$ cat src/rtl/alu_issue_stage.sv
// Issue/return stage around the external 4-bit combinational ALU.
// Requests queue in a small FIFO, execute one at a time, and results are held until the consumer takes them.
module alu_issue_stage #(
  parameter int N     = 4,
  parameter int DEPTH = 2
) (
  input  logic         clk,
  input  logic         rst_n,
  input  logic         in_valid,
  output logic         in_ready,
  input  logic [N-1:0] in_a,
  input  logic [N-1:0] in_b,
  input  logic [3:0]   in_sel,
  output logic [N-1:0] alu_a,
  output logic [N-1:0] alu_b,
  output logic [3:0]   alu_select,
  input  logic [N-1:0] alu_out,
  input  logic         alu_cout,
  input  logic         alu_neg,
  input  logic         alu_zero,
  output logic         out_valid,
  input  logic         out_ready,
  output logic [N-1:0] out_result,
  output logic         out_cout,
  output logic         out_neg,
  output logic         out_zero,
  output logic [3:0]   out_sel,
  output logic         out_illegal,
  output logic         busy
);

  // state | meaning
  // IDLE  | no operation in flight; pops the FIFO head when one is present
  // EXEC  | operand register drives the ALU; result captured at the end of this cycle
  // HOLD  | result presented downstream until out_ready
  localparam logic [1:0] IDLE = 2'd0;
  localparam logic [1:0] EXEC = 2'd1;
  localparam logic [1:0] HOLD = 2'd2;

  localparam int PW = (DEPTH > 1) ? $clog2(DEPTH) : 1;
  localparam int CW = $clog2(DEPTH + 1);
  localparam logic [CW-1:0] DEPTH_C = CW'(DEPTH);

  logic [N-1:0]  fifo_a_q   [DEPTH];
  logic [N-1:0]  fifo_b_q   [DEPTH];
  logic [3:0]    fifo_sel_q [DEPTH];
  logic [PW-1:0] wr_ptr_q, rd_ptr_q;
  logic [CW-1:0] count_q, count_d;

  logic [1:0]    state_q, state_d;
  logic [N-1:0]  op_a_q, op_b_q;
  logic [3:0]    op_sel_q;

  logic          push, pop, capture, illegal;

  assign in_ready = (count_q < DEPTH_C);
  assign push     = in_valid && in_ready;
  assign illegal  = (op_sel_q > 4'd10);

  always_comb begin
    state_d = state_q;
    pop     = 1'b0;
    capture = 1'b0;
    case (state_q)
      IDLE: begin
        if (count_q != '0) begin
          pop     = 1'b1;
          state_d = EXEC;
        end
      end
      EXEC: begin
        capture = 1'b1;
        state_d = HOLD;
      end
      HOLD: begin
        if (out_ready) begin
          if (count_q != '0) begin
            pop     = 1'b1;
            state_d = EXEC;
          end else begin
            state_d = IDLE;
          end
        end
      end
      default: state_d = IDLE;
    endcase
  end

  always_comb begin
    count_d = count_q;
    case ({push, pop})
      2'b10:   count_d = count_q + CW'(1);
      2'b01:   count_d = count_q - CW'(1);
      default: count_d = count_q;
    endcase
  end

  // Storage needs no reset: entries are only read once count says they were written.
  always_ff @(posedge clk) begin
    if (push) begin
      fifo_a_q[wr_ptr_q]   <= in_a;
      fifo_b_q[wr_ptr_q]   <= in_b;
      fifo_sel_q[wr_ptr_q] <= in_sel;
    end
  end

  always_ff @(posedge clk or negedge rst_n) begin
    if (!rst_n) begin
      wr_ptr_q    <= '0;
      rd_ptr_q    <= '0;
      count_q     <= '0;
      state_q     <= IDLE;
      op_a_q      <= '0;
      op_b_q      <= '0;
      op_sel_q    <= '0;
      out_result  <= '0;
      out_cout    <= 1'b0;
      out_neg     <= 1'b0;
      out_zero    <= 1'b0;
      out_sel     <= '0;
      out_illegal <= 1'b0;
    end else begin
      count_q <= count_d;
      state_q <= state_d;
      if (push) wr_ptr_q <= wr_ptr_q + PW'(1);
      if (pop) begin
        rd_ptr_q <= rd_ptr_q + PW'(1);
        op_a_q   <= fifo_a_q[rd_ptr_q];
        op_b_q   <= fifo_b_q[rd_ptr_q];
        op_sel_q <= fifo_sel_q[rd_ptr_q];
      end
      // Undefined select codes return a clean all-zero result tagged illegal.
      if (capture) begin
        out_result  <= illegal ? '0 : alu_out;
        out_cout    <= !illegal && alu_cout;
        out_neg     <= !illegal && alu_neg;
        out_zero    <= !illegal && alu_zero;
        out_sel     <= op_sel_q;
        out_illegal <= illegal;
      end
    end
  end

  assign alu_a      = op_a_q;
  assign alu_b      = op_b_q;
  assign alu_select = op_sel_q;
  assign out_valid  = (state_q == HOLD);
  assign busy       = (state_q != IDLE) || (count_q != '0);

endmodule

$ cat config.mk
export PLATFORM = sky130hd
export DESIGN_NAME = alu_issue_stage
export DESIGN_NICKNAME = d
export VERILOG_FILES = /design/src/rtl/alu_issue_stage.sv
export SDC_FILE = /design/constraint.sdc
export NUM_CORES = 1
export LEC_CHECK = 0
export BUFFER_PORTS_ARGS = -buffer_cell sky130_fd_sc_hd__clkbuf_2
export CAP_MARGIN = 30
export CORE_UTILIZATION = 40
export CTS_CLUSTER_DIAMETER = 100
export DETAILED_ROUTE_END_ITERATION = 6
export SETUP_SLACK_MARGIN = 0.15
export SLEW_MARGIN = 20
export SYNTH_ARGS = -nofsm -noshare
export SYNTH_HDL_FRONTEND = slang
export SYNTH_SLANG_ARGS = --single-unit
export TNS_END_PERCENT = 100
$ cat constraint.sdc
create_clock -name clk -period 2.2 [get_ports clk]
set_input_delay 0 -clock clk [delete_from_list [all_inputs] [get_ports clk]]
set_output_delay 0 -clock clk [all_outputs]
set_load 0.02 [all_outputs]
==> metrics.txt, run 1 <==
synthesis-to-layout area growth=31.0%; via/cell ratio=4.67; Ports=50; drc violations=0; Leak=1.15 nW; crit path max-delay cell type=dfrtp_1; Mapped Nets=143; first-pass GRT wire length=6240 um; Syn Area/Cell=17.2 um^2; Tmin final=1.61 ns; First-pass DRT Iterations=4; Netlist cell types=22; Crit path required time=2.39 ns; Max Cap Viol=0; Cells after Synth=119; DR iter-0 viols=53; most frequent cells in the layout=clkbuf_2 (49), dfrtp_1 (30), mux2_2 (28); Routed WL=3820 um; CP arrival=1.80 ns; count of buffer and inverter cells on the critical path=1; cts repair resizes=0; layout cells sized above 1=45.1%; Nets=218; WHS=0.0236 ns; GPL Wtd Cong=0.697; sequential area share after synthesis=72.0%; Setup TNS=0 ns; Worst IR Drop VDD=0.811 mV; fin crit share=73.3%; clock sink count=54; die area=0.00540 mm^2; Clock Skew=0.00831 ns; H-Tree Level Count=2; Fill cells=426; critical-path cell list=and2b_2, nor3_4, buf_4, mux2_2; Slew Viols, Final=0; TritonCTS clock tree=yes; vias in the first global route=1284; Power Dens Cells=1450 mW/mm^2; max-slew headroom at the worst pin=50.1%; root buffer cell=clkbuf_8; Cell Rows=25; most common cell after layout, fill and taps aside=clkbuf_2; DR vias=1224; core area=0.00482 mm^2; Clk Latency, worst-skew pair=0.30 ns; ANT nets after route=0; Antenna Cells=0; CP Launch Type=register; Ys Warns=0; crit path max fanout=10; DIE HEIGHT=73.5 um; FMAX=620 MHz; Crit path max-delay family=simple AND/OR/NAND/NOR gates; clock buffer depth=2; CTS buffer count=5; Min-Delay Path Class=in2reg; total power=3.88 mW; CP max stage delay=0.42 ns; Cell Area, Placed=0.00236 mm^2; Syn Std Cell Area=0.00204 mm^2; width of the die=73.5 um; All-Layer GR Usage=16.1%; status=complete, no violations; initial antenna violation count=0; critical path capture point type=register; port bufs=49; GRT overflow=0; Detail Placement HPWL=2590 um; Final Hold Vio Count=0; Final setup viols=0; Initial Util=42.4%; crit path kind=reg2reg; worst-margin pin slew=0.748 ns; final instance area=0.00268 mm^2; RSZ-0062 raised after global routing=no; average wire per standard cell=14.6 um; number of synthesized register bits=54; clk slew on worst S/H paths=0.09 ns; largest net degree at the start of global routing=31
cells by family after synthesis:
kind of cell	synth area share, %
compound gates	4.28
xor+xnor	2.14
fa+ha+maj	0.612
buf+inv	1.71
flops	72.0
mux	15.4
simple gates	3.86
cell type report:
type | count | area (um^2) | area share, %
Timing Repair Buffer | 72 | 470 | 17.6
Clock buffer | 7 | 76.3 | 2.85
Tap cell | 67 | 83.8 | 3.13
Sequential cell | 54 | 1470 | 55.0
Inverter | 2 | 7.51 | 0.280
Clock inverter | 1 | 30.0 | 1.12
Multi-Input combinational cell | 59 | 538 | 20.1
registers in the layout (all words and copies together) (netlist names):
name	count
alu_a	4
alu_b	4
alu_select	4
count_q	2
fifo_a_q	8
fifo_b_q	8
fifo_sel_q	8
out_cout	1
out_illegal	1
out_neg	1
out_result	4
out_sel	4
out_zero	1
rd_ptr_q	1
state_q	2
wr_ptr_q	1
routing by layer:
layer / part of all wire, % / wire [um] / track usage (%) / vias up
met5: 0 / 0 / 0 / -
met4: 2.1 / 80 / 8.33 / 0
met3: 4.1 / 158 / 5.35 / 8
met2: 51 / 1970 / 25.0 / 28
met1: 42 / 1620 / 20.2 / 609
li1: - / - / - / 579
worst min-delay path, delay by kind of cell:
kind                      cells  cell delay [ns]
and+or+nand+nor               1             0.12
buffers and inverters         1             0.09
xor gates and xnor gates      1             0.08
Yosys cell counts:
master | instances | share of area (%)
mux2_2 | 28 | 15
buf_6 | 1 | 0.55
and3_1 | 1 | 0.31
dfrtp_1 | 30 | 37
clkbuf_1 | 1 | 0.18
a22o_1 | 7 | 3.0
nor2_1 | 4 | 0.73
ha_1 | 1 | 0.61
nor3_4 | 1 | 0.80
a21oi_2 | 1 | 0.43
edfxtp_1 | 24 | 35
buf_2 | 1 | 0.24
o21ai_0 | 2 | 0.49
buf_4 | 1 | 0.37
nand2_1 | 4 | 0.73
a21o_1 | 1 | 0.37
nor3_1 | 1 | 0.24
inv_1 | 2 | 0.37
nand2b_1 | 2 | 0.61
xor2_1 | 1 | 0.43
xnor2_1 | 4 | 1.7
and2b_2 | 1 | 0.43
power breakdown:
group          internal, mW  switching, mW
combinational         0.732          0.819
clock                 0.341          0.300
sequential             1.43          0.253
total                  2.51           1.37
worst paths after layout:
kind,end,from,slack [ns],cells after the start
setup / recovery,alu_b[0],state_q[1],0.59,4
hold / removal,wr_ptr_q,in_valid,0.02,3
setup reg to reg,alu_b[0],state_q[1],0.59,4
hold reg to reg,out_illegal,out_illegal,0.50,2
max in group asynchronous,alu_b[1],rst_n,1.43,2
min in group asynchronous,alu_a[3],rst_n,0.29,2
repair_timing:
item / CTS / global route
setup buffers: 0 / 0
endpoints found under the hold margin: 62 / 0
hold buffers: 21 / 0
stage by stage:
step                      setup WS, ns  utilization [%]  std cells
after detailed placement         0.608             49.0        233
after global placement           0.678             49.0        233
after global routing             0.528             55.6        262
final                            0.587             55.6        262
after floorplan                  0.569                -        119
after CTS                        0.584             55.6        262
Power figures use the tool's default switching activity.
==> run 2, diff against run 1 <==
- PLACE_DENSITY: default -> 0.65
- clock period: 2.2 -> 1.3 ns (I/O delays scaled with it)
==> metrics.txt, run 2 (synthesis gave the netlist of run 1 again) <==
RSZ-0062 raised after global routing=yes; hold path cells=3; fin crit share=113%; ANT nets after route=0; Power Dens Cells=2530 mW/mm^2; clk slew on worst S/H paths=0.09 ns; Initial Util=42.4%; DR iter-0 viols=56; Clk Latency, worst-skew pair=0.30 ns; failing checks=negative setup slack; initial antenna violation count=0; max-slew headroom at the worst pin=49.3%; drc violations=0; crit path max fanout=5; Tmin final=1.47 ns; CP Launch Type=register; CP arrival=1.66 ns; port bufs=49; Routed WL=4430 um; TritonCTS clock tree=yes; All-Layer GR Usage=17.8%; via/cell ratio=4.71; status=finished with violations; R2R Setup Slk=-0.17 ns; Worst IR Drop VDD=1.49 mV; WHS=0.111 ns; Cell Rows=25; die area=0.00540 mm^2; Final Hold Vio Count=0; Slew Viols, Final=0; Crit path required time=1.49 ns; Final setup viols=33; synthesis-to-layout area growth=54.4%; DIE HEIGHT=73.5 um; GPL Wtd Cong=0.678; most frequent cells in the layout=clkbuf_2 (46), dfrtp_1 (30), mux2_2 (24), edfxtp_1 (24), dlygate4sd3_1 (21); vias in the first global route=1480; core area=0.00482 mm^2; Ports=50; DR vias=1367; Min-Delay Path Class=in2reg; Setup TNS=-2.43 ns; worst-margin pin slew=0.760 ns; reg2reg end=alu_select[1]; Fill cells=353; Clock Skew=0.0132 ns; Max Cap Viol=0; multi-input logic area=632 um^2; layout cells sized above 1=58.3%; Antenna Cells=0; critical path capture point type=register; crit path kind=reg2reg; FMAX=681 MHz; H-Tree Level Count=2; CP endpoint=alu_select[1]; area occupied by registers=0.00147 mm^2; Critical Path Start=state_q[1]; root buffer cell=clkbuf_8; most common cell after layout, fill and taps aside=clkbuf_2; first-pass GRT wire length=6980 um; Final Worst Setup Slack=-0.169 ns; Detail Placement HPWL=2810 um; worst r2r src=state_q[1]; clock sink count=54; largest net degree at the start of global routing=31; total power=7.98 mW; Leak=1.38 nW; Largest regs=fifo_a_q (8), fifo_b_q (8), fifo_sel_q (8); CTS buffer count=5; First-pass DRT Iterations=4; width of the die=73.5 um; average wire per standard cell=15.3 um; worst-case reg-to-reg path depth=5; clock buffer depth=2; Nets=246; GRT overflow=0
run 2: changes by cell type in the layout (fill, tap and decap cells not counted), moves of 3 or more:
| cell | change |
|---|---|
| buf_12 | +5 |
| nand2_1 | -3 |
| clkbuf_2 | -3 |
| buf_4 | +10 |
| nor2_1 | -3 |
| buf_8 | +3 |
| buf_16 | +3 |
| buf_6 | +10 |
| mux2_2 | -4 |
| nor2_4 | +3 |
| mux2_4 | +4 |
run 2: worst min path at each step:
| stage | to | slack (ns) | startpoint |
|---|---|---|---|
| 5_1_grt | state_q[0] | 0.12 | out_ready |
| 6_report | state_q[0] | 0.11 | out_ready |
| 3_3_place_gp | alu_b[3] | 0.09 | rst_n |
| 3_5_place_dp | alu_b[3] | 0.11 | rst_n |
| 4_1_cts | wr_ptr_q | 0.10 | in_valid |
| 2_1_floorplan | alu_a[0] | -0.30 | rst_n |
run 2: area by class of cell:
type | count | area share (%)
multi-input cells | 59 | 20.0
clock inverters | 2 | 0.436
well taps | 67 | 2.66
clock buffers | 6 | 2.30
repair buffers | 100 | 27.6
inverters | 2 | 0.396
flip-flops and latches | 54 | 46.6
run 2: through the flow:
step / worst slack [ns] / std cells / instance area, um^2 / utilization, %
global route: -0.231 / 290 / 3160 / 65.5
global placement: -0.126 / 244 / 2520 / 52.4
detailed placement: -0.184 / 244 / 2520 / 52.4
finish: -0.169 / 290 / 3160 / 65.5
CTS: -0.182 / 287 / 3090 / 64.2
floorplan: -0.190 / 119 / 2090 / -
run 2: worst max-delay path, stage by stage (launching register included):
cell and delay [ns]:
dfrtp_1 0.38, and2b_2 0.22, nor3_4 0.16, buf_4 0.17
buf_16 0.11, mux2_2 0.32
run 2: timing repair:
action | CTS | global route
cloned | 4 | 0
hold buffers | 21 | 0
hold endpoints to repair | 62 | 0
setup endpoints to repair | 54 | 54
resized for setup | 30 | 11
pin swaps | 4 | 5
setup buffers | 10 | 3
run 2: where the power goes:
group          switching (mW)  internal (mW)
Clock                   0.515          0.381
Combinational            1.86           2.40
Sequential              0.404           2.43
Total                    2.78           5.20
run 2: metal layers:
layer  GRT usage, %  wire (um)  up-vias
li1               -          -      638
met1           21.8       1780      697
met2           31.2       2450       26
met3           3.29        130        6
met4           7.05         68        0
met5              0          0        -
